[src/rtl/cpu10_pkg.sv]
// Shared definitions for the 10-bit pipelined CPU: datapath widths,
// opcode constants and the reset fetch address.
package cpu10_pkg;

   localparam int AW = 10;
   localparam int IW = 10;

   localparam logic [2:0] OP_BNE  = 3'b010;
   localparam logic [2:0] OP_JUMP = 3'b100;
   localparam logic [2:0] OP_BEQ  = 3'b101;
   localparam logic [2:0] OP_SYS  = 3'b001;
   localparam logic [1:0] FN_HALT = 2'b10;

   localparam logic [AW-1:0] RESET_PC = '0;

endpackage

[src/rtl/fq_ring_buffer.sv]
// Storage array of the fetch queue: one write port, combinational read.
// Ports: clk_i, we_i/waddr_i/wdata_i write port, raddr_i/rdata_o read port.
module fq_ring_buffer
#(
   parameter int DEPTH = 4,
   parameter int W     = 20
)
(
   input  logic                     clk_i,
   input  logic                     we_i,
   input  logic [$clog2(DEPTH)-1:0] waddr_i,
   input  logic [W-1:0]             wdata_i,
   input  logic [$clog2(DEPTH)-1:0] raddr_i,
   output logic [W-1:0]             rdata_o
);

   import cpu10_pkg::*;

   logic [W-1:0] mem_q [DEPTH];

   // Contents are never reset; the top gates everything it presents.
   always_ff @(posedge clk_i) begin
      if (we_i) begin
         mem_q[waddr_i] <= wdata_i;
      end
   end

   assign rdata_o = mem_q[raddr_i];

endmodule

[src/rtl/instr_fetch_queue.sv]
// Instruction prefetch queue between the ROM and the Fetch+Decode stage.
// Ports: clk/rst, halted/stall/redirect(+pc) control, rom_addr/rom_data, head out.
module instr_fetch_queue
#(
   parameter int DEPTH = 4,
   parameter int AW    = cpu10_pkg::AW,
   parameter int IW    = cpu10_pkg::IW
)
(
   input  logic                     clk,
   input  logic                     rst,
   input  logic                     halted,
   input  logic                     stall,
   input  logic                     redirect,
   input  logic [AW-1:0]            redirect_pc,
   output logic [AW-1:0]            rom_addr,
   input  logic [IW-1:0]            rom_data,
   output logic                     instr_valid,
   output logic [IW-1:0]            instr,
   output logic [AW-1:0]            instr_pc,
   output logic [$clog2(DEPTH):0]   count
);

   import cpu10_pkg::*;

   localparam int PW = $clog2(DEPTH);
   localparam int CW = PW + 1;

   logic [AW-1:0]    fpc_q, fpc_d;
   logic [PW-1:0]    rp_q, rp_d;
   logic [PW-1:0]    wp_q, wp_d;
   logic [CW-1:0]    cnt_q, cnt_d;
   logic             push, pop, flush;
   logic [AW+IW-1:0] head;

   // A halted CPU cannot resolve a branch, so redirect is masked then.
   assign flush       = redirect & ~halted;
   assign instr_valid = (cnt_q != '0) & ~halted;
   assign pop         = instr_valid & ~stall & ~redirect;
   // A full queue may still accept when its head leaves this cycle.
   assign push        = ~halted & ~redirect
                      & ((cnt_q < CW'(DEPTH)) | pop);

   always_comb begin
      fpc_d = fpc_q;
      rp_d  = rp_q;
      wp_d  = wp_q;
      cnt_d = cnt_q;
      if (flush) begin
         fpc_d = redirect_pc;
         rp_d  = '0;
         wp_d  = '0;
         cnt_d = '0;
      end else begin
         if (push) begin
            wp_d  = wp_q + PW'(1);
            fpc_d = fpc_q + AW'(1);
         end
         if (pop) begin
            rp_d = rp_q + PW'(1);
         end
         cnt_d = cnt_q + CW'(push) - CW'(pop);
      end
   end

   always_ff @(posedge clk) begin
      if (rst) begin
         fpc_q <= AW'(RESET_PC);
         rp_q  <= '0;
         wp_q  <= '0;
         cnt_q <= '0;
      end else begin
         fpc_q <= fpc_d;
         rp_q  <= rp_d;
         wp_q  <= wp_d;
         cnt_q <= cnt_d;
      end
   end

   fq_ring_buffer #(
      .DEPTH (DEPTH),
      .W     (AW + IW)
   ) u_ring (
      .clk_i   (clk),
      .we_i    (push),
      .waddr_i (wp_q),
      .wdata_i ({fpc_q, rom_data}),
      .raddr_i (rp_q),
      .rdata_o (head)
   );

   assign rom_addr = fpc_q;
   assign count    = cnt_q;
   assign instr    = instr_valid ? head[IW-1:0]     : '0;
   assign instr_pc = instr_valid ? head[AW+IW-1:IW] : '0;

endmodule

[config.mk]
export PLATFORM = sky130hd
export DESIGN_NAME = instr_fetch_queue
export DESIGN_NICKNAME = d
export VERILOG_FILES = /design/src/rtl/cpu10_pkg.sv /design/src/rtl/fq_ring_buffer.sv /design/src/rtl/instr_fetch_queue.sv
export SDC_FILE = /design/constraint.sdc
export NUM_CORES = 1
export LEC_CHECK = 0
export CAP_MARGIN = 20
export CORE_MARGIN = 10
export CORE_UTILIZATION = 48
export DETAILED_ROUTE_END_ITERATION = 10
export PLACE_DENSITY_LB_ADDON = 0.08
export SLEW_MARGIN = 20
export SYNTH_ARGS = -nofsm -noshare
export SYNTH_HDL_FRONTEND = slang
export SYNTH_SLANG_ARGS = --single-unit
[constraint.sdc]
create_clock -name clk -period 2.1 [get_ports clk]
set_clock_uncertainty 0.05 [all_clocks]
set_input_delay 0.42 -clock clk [delete_from_list [all_inputs] [get_ports clk]]
set_output_delay 0.42 -clock clk [all_outputs]
set_load 0.03 [all_outputs]
==> flow_summary.toml, run 1 <==
[yosys]
synth_area_leaders = "edfxtp_1, mux4_2, dfxtp_1"
syn_avg_cell_area_um2 = 16.7
yosysWarnings = 0
synth_cells = 239
syn_area_mm2 = 0.00399
yosysTopAreaCellShare_pct = 60.3
seq_area_frac_synth_pct = 69.8
ys_ff_latch = 99
synth_top_area_cell = "edfxtp_1"
synthesis.nets = 271
ys_types = 28

[sta]
rsz0062_at_grt = "yes"
drv_slew = 0
min_period_ps = 2210
holdWs_ps = 456
hold_viol = 0
worst_slack_ps = -114
finalCritPeriodShare_pct = 105
setup_viol = 20
fmax_mhz = 452

[placement]
place_ws_ps = -305
io_buffers = 58
dp_cells = 417
hpwlAfterDp_um = 5140
place_congestion = 0.795
place_area_mm2 = 0.00491

[die]
fp.dieArea_mm2 = 0.0123
die_w_um = 111
die_h_um = 111
rows = 33
start_util_pct = 49.0
core_mm2 = 0.00813
io_pins = 59

[cts]
clockRootBuffer = "clkbuf_8"
cts_buffers = 9
cts_sinks = 99
clk_pin_slew_ps = 90
clock_tree.buffer_depth = 2
post_cts_buffers = 0
holdBufCountCts = 0
clkLatencyLatePin_ps = 350
htree_levels = 3
tritoncts = "yes"

[drt]
drt_iter0_drc = 78
post-route-drc-count = 0
antenna_left = 0
first_pass_iters = 4
routed_wl_um = 7740
vias = 2244
via_per_inst = 5.16
wl_per_cell_um = 17.8

[worst_setup_path]
crit_arrival_ps = 1740
critPathMaxFanout = 5
crit_required_ps = 1630
start_kind = "register"
crit_type = "reg -> out"
cp-end-kind = "primary output"

[power]
combPwrFrac_pct = 15.2
ir_worst_vdd_mv = 0.384
p_int_uw = 3040
p_total_uw = 4000
power.density_mw_per_mm2 = 754
p_switching_uw = 964
switching_share_pct = 24.1
clkPwrFrac_pct = 29.2
leakage_uw = 0.00192
p_seq_share_pct = 55.5

[finish]
drive_gt1_share_pct = 33.0
stdcell_area_mm2 = 0.00531
stdcell_count = 435
n_antenna_cell = 0
fillers = 587
areaGrowthSynthToFinish_pct = 33.2
nets = 357

[grt]
grt_pass1_vias = 2345
grt_overflow_total = 0
grt_start_max_net_pins = 22
grt_antenna_before_repair = 0
track_usage_pct = 12.8
grt_pass1_wl_um = 12500

[run_status]
violations = "setup timing"
outcome = "finished with violations"

[flow_run]
drv_cap = 0

[hold_path]
hold_path_class = "reg -> reg"
[placed cells by master, fill, tap and decap left out, types with 10 or more instances in the layout]
| master | n |
|---|---|
| dfxtp_1 | 18 |
| and2_4 | 20 |
| nand2_1 | 10 |
| mux4_2 | 20 |
| clkdlybuf4s50_1 | 29 |
| edfxtp_1 | 80 |
| buf_4 | 18 |
| nor2_1 | 16 |
| buf_6 | 19 |
[worst paths after layout]
| check | startpoint | to | slack (ps) | depth (start not counted) |
|---|---|---|---|---|
| max | register | instr[9] | -110 | 4 |
| min | wp_q[0] | wp_q[0] | 460 | 2 |
| max reg2reg | count[2] | rom_addr[9] | 140 | 5 |
| min reg2reg | wp_q[0] | wp_q[0] | 460 | 2 |
[per-layer routing]
metal | track usage [%] | vias up | wire [um]
met1 | 15.8 | 1110 | 3390
met3 | 4.33 | 5 | 423
met5 | 0 | - | 0
met2 | 20.6 | 54 | 3850
li1 | - | 1075 | -
met4 | 3.86 | 0 | 80
[logic make-up after synthesis]
group	synth area share (%)
other cells	0.0941
mux	11.3
simple gates	8.73
flops	69.8
xor+xnor	2.64
buf+inv	1.66
fa+ha+maj	2.39
compound gates	3.36
[registers in the layout, summed over array words and instances, names as in the netlist, named ones only]
name	cells
count	3
rom_addr	10
rp_q	2
u_ring.mem_q	80
wp_q	2
[critical path: stages (launching register included)]
cell and delay (ps):
dfxtp_4 420, clkbuf_16 170, mux4_2 490, and2_4 180, buf_6 130
[cells in the mapped netlist (all sizes together)]
cell type	n
conb	1
nor4	3
inv	7
nand4	2
or2	1
xor2	3
dfxtp	19
edfxtp	80
a311oi	2
mux4	20
buf	2
clkbuf	8
a21oi	2
nor2	17
or4	1
nor3	4
xnor2	9
ha	6
a2111oi	1
o31ai	1
and2	24
nand2	10
fa	1
a211o	1
nand2b	3
a211oi	9
nand3	2
[power by group through the flow]
stage / Combinational, uW / Sequential (uW) / Clock (uW)
after CTS: 608 / 2220 / 1200
after floorplan: 243 / 2300 / 0
after global placement: 544 / 2260 / 0
final: 609 / 2220 / 1170
after global routing: 651 / 2230 / 1290
after detailed placement: 549 / 2260 / 0
[final cells by class]
class / instances / area [um2] / area share [%]
Clock inverter: 6 / 63.8 / 1.20
Timing Repair Buffer: 85 / 968 / 18.2
Inverter: 7 / 26.3 / 0.495
Clock buffer: 10 / 128 / 2.40
Tap cell: 105 / 131 / 2.47
Sequential cell: 99 / 2790 / 52.5
Multi-Input combinational cell: 123 / 1210 / 22.7
[through the flow]
stage          setup TNS, ps  utilization (%)
2_1_floorplan              0                -
3_3_place_gp           -5510             60.4
6_report               -1990             65.3
4_1_cts                -2410             64.5
3_5_place_dp           -7720             60.4
5_1_grt                -3340             65.3
[what timing repair did]
action	CTS	global route
cloned	1	1
setup endpoints to repair	21	29
gates resized for setup	42	12
Power figures use the tool's default switching activity.
==> run 2, diff against run 1 <==
--- a/config.mk
+++ b/config.mk
@@ -9,7 +9,7 @@
 export CORE_MARGIN = 10
 export CORE_UTILIZATION = 48
 export DETAILED_ROUTE_END_ITERATION = 10
-export PLACE_DENSITY_LB_ADDON = 0.08
+export PLACE_DENSITY = 0.86
 export SLEW_MARGIN = 20
 export SYNTH_ARGS = -nofsm -noshare
 export SYNTH_HDL_FRONTEND = slang
==> constraint.sdc (replaced) <==
create_clock -name clk -period 2.1 [get_ports clk]
set_clock_uncertainty 0.05 [all_clocks]
set_input_delay 0.42 -clock clk [delete_from_list [all_inputs] [get_ports clk]]
set_output_delay 0.42 -clock clk [all_outputs]
set_load 0.1 [all_outputs]
==> flow_summary.toml, run 2 (same netlist as run 1, synthesis figures left out) <==
[grt]
grt_antenna_before_repair = 0
grt_overflow_total = 0
grt_start_max_net_pins = 22
track_usage_pct = 13.0
grt_pass1_vias = 2421
grt_pass1_wl_um = 12900

[sta]
fin_tns_setup_ps = -2020
min_period_ps = 2220
hold_viol = 0
fmax_mhz = 450
drv_slew = 0
rsz0062_at_grt = "yes"
setup_viol = 20
finalCritPeriodShare_pct = 106
worst_slack_ps = -120

[finish]
stdcell_count = 428
registers.top_by_ff_count = "u_ring.mem_q"
fillers = 498
nets = 350
areaGrowthSynthToFinish_pct = 36.2
drive_gt1_share_pct = 38.7
final_common_cell = "edfxtp_1"
stdcell_area_mm2 = 0.00543
n_antenna_cell = 0
most-common-layout-cells = "edfxtp_1, buf_12, clkdlybuf4s50_1, buf_4"
largest_reg_flops = 80

[drt]
antenna_left = 0
routed_wl_um = 7900
vias = 2270
via_per_inst = 5.30
drt_iter0_drc = 102
post-route-drc-count = 0
first_pass_iters = 4
wl_per_cell_um = 18.5

[cts]
tritoncts = "yes"
post_cts_buffers = 0
clk_pin_slew_ps = 80
clock_tree.buffer_depth = 2
cts_sinks = 99
htree_levels = 3
holdBufCountCts = 0
clockRootBuffer = "clkbuf_8"
cts_buffers = 9
clkLatencyLatePin_ps = 340

[placement]
hpwlAfterDp_um = 5280
io_buffers = 58
place_area_mm2 = 0.00515
place_ws_ps = -400
place_congestion = 0.838
dp_cells = 411

[worst_setup_path]
crit_required_ps = 1630
rr_startpoint = "count[2]"
path_cells = "buf_12 > mux4_2 > and2_4 > buf_12"
r2r_setup_slack_ps = 140
path_buf_inv = 2
critPathMaxFanout = 10
cp-end-kind = "primary output"
start_kind = "register"
crit_type = "reg -> out"
cpPeakStageDelay_ps = 510
crit_arrival_ps = 1750
slowest_stage = "mux4_2"
crit_top_cell = "buf_12"
crit_family = "multiplexers"

[power]
p_seq_share_pct = 49.6
switching_share_pct = 28.4
clkPwrFrac_pct = 28.7
p_int_uw = 3220
combPwrFrac_pct = 21.7
leakage_uw = 0.00185
power.density_mw_per_mm2 = 829
ir_worst_vdd_mv = 0.546
p_switching_uw = 1280
p_total_uw = 4500

[die]
die_w_um = 111
core_mm2 = 0.00813
start_util_pct = 49.0
die_h_um = 111
fp.dieArea_mm2 = 0.0123
rows = 33
io_pins = 59

[hold_path]
hold_path_class = "reg -> reg"
hold_start = "wp_q[1]"

[flow_run]
drv_cap = 0

[run_status]
outcome = "finished with violations"
violations = "setup timing"
run 2: changes by cell type in the layout (fill, tap and decap cells not counted), sizes merged:
cell,before,now
buf,47,54
dlymetal6s2s,7,0
clkdlybuf4s50,29,24
bufinv,1,2
clkbuf,11,10
clkinv,3,2
dlygate4sd2,1,0
run 2: layout make-up:
cell class	count	area, um2	area share [%]
sequential	99	2810	51.7
multi-input combinational	123	1200	22.1
timing repair buffer	78	1050	19.3
tap	105	131	2.42
clock buffer	10	128	2.35
clock inverter	6	88.8	1.64
inverter	7	26.3	0.484
run 2: power by group through the flow:
stage | Combinational (uW) | Sequential [uW] | Clock, uW
floorplan | 454 | 2420 | 0
global placement | 948 | 2270 | 0
detailed placement | 959 | 2270 | 0
CTS | 982 | 2230 | 1320
global route | 1020 | 2240 | 1390
finish | 978 | 2230 | 1290
run 2: timing repair:
action                                  in CTS  in global routing
pin swaps                                    0                  1
endpoints found under the setup margin      22                 22
gates cloned                                 1                  0
endpoints found under the hold margin        0                  0
gates resized for setup                     16                  3
run 2: worst paths after layout:
path                                     to  depth (start not counted)
worst max register to register  rom_addr[9]                          5
worst min-delay path                wp_q[1]                          2
worst max-delay path            instr_pc[9]                          4
worst min register to register      wp_q[1]                          2
run 2: per-layer routing:
metal,part of all wire (%),global-route usage (%),wire (um)
met1,39,14.9,3090
met2,54,23.2,4300
met3,5.4,2.92,430
met4,1.0,4.37,82
met5,0,0,0
run 2: worst min-delay path: stages (launching register included):
cell and delay (ps):
dfxtp_1 350, nand2_1 70, a21oi_1 50
run 2: stage by stage:
step           hold slack (ps)  util, %
2_1_floorplan              416        -
3_3_place_gp               427     63.3
3_5_place_dp               451     63.3
4_1_cts                    464     66.6
5_1_grt                    484     66.7
6_report                   459     66.7
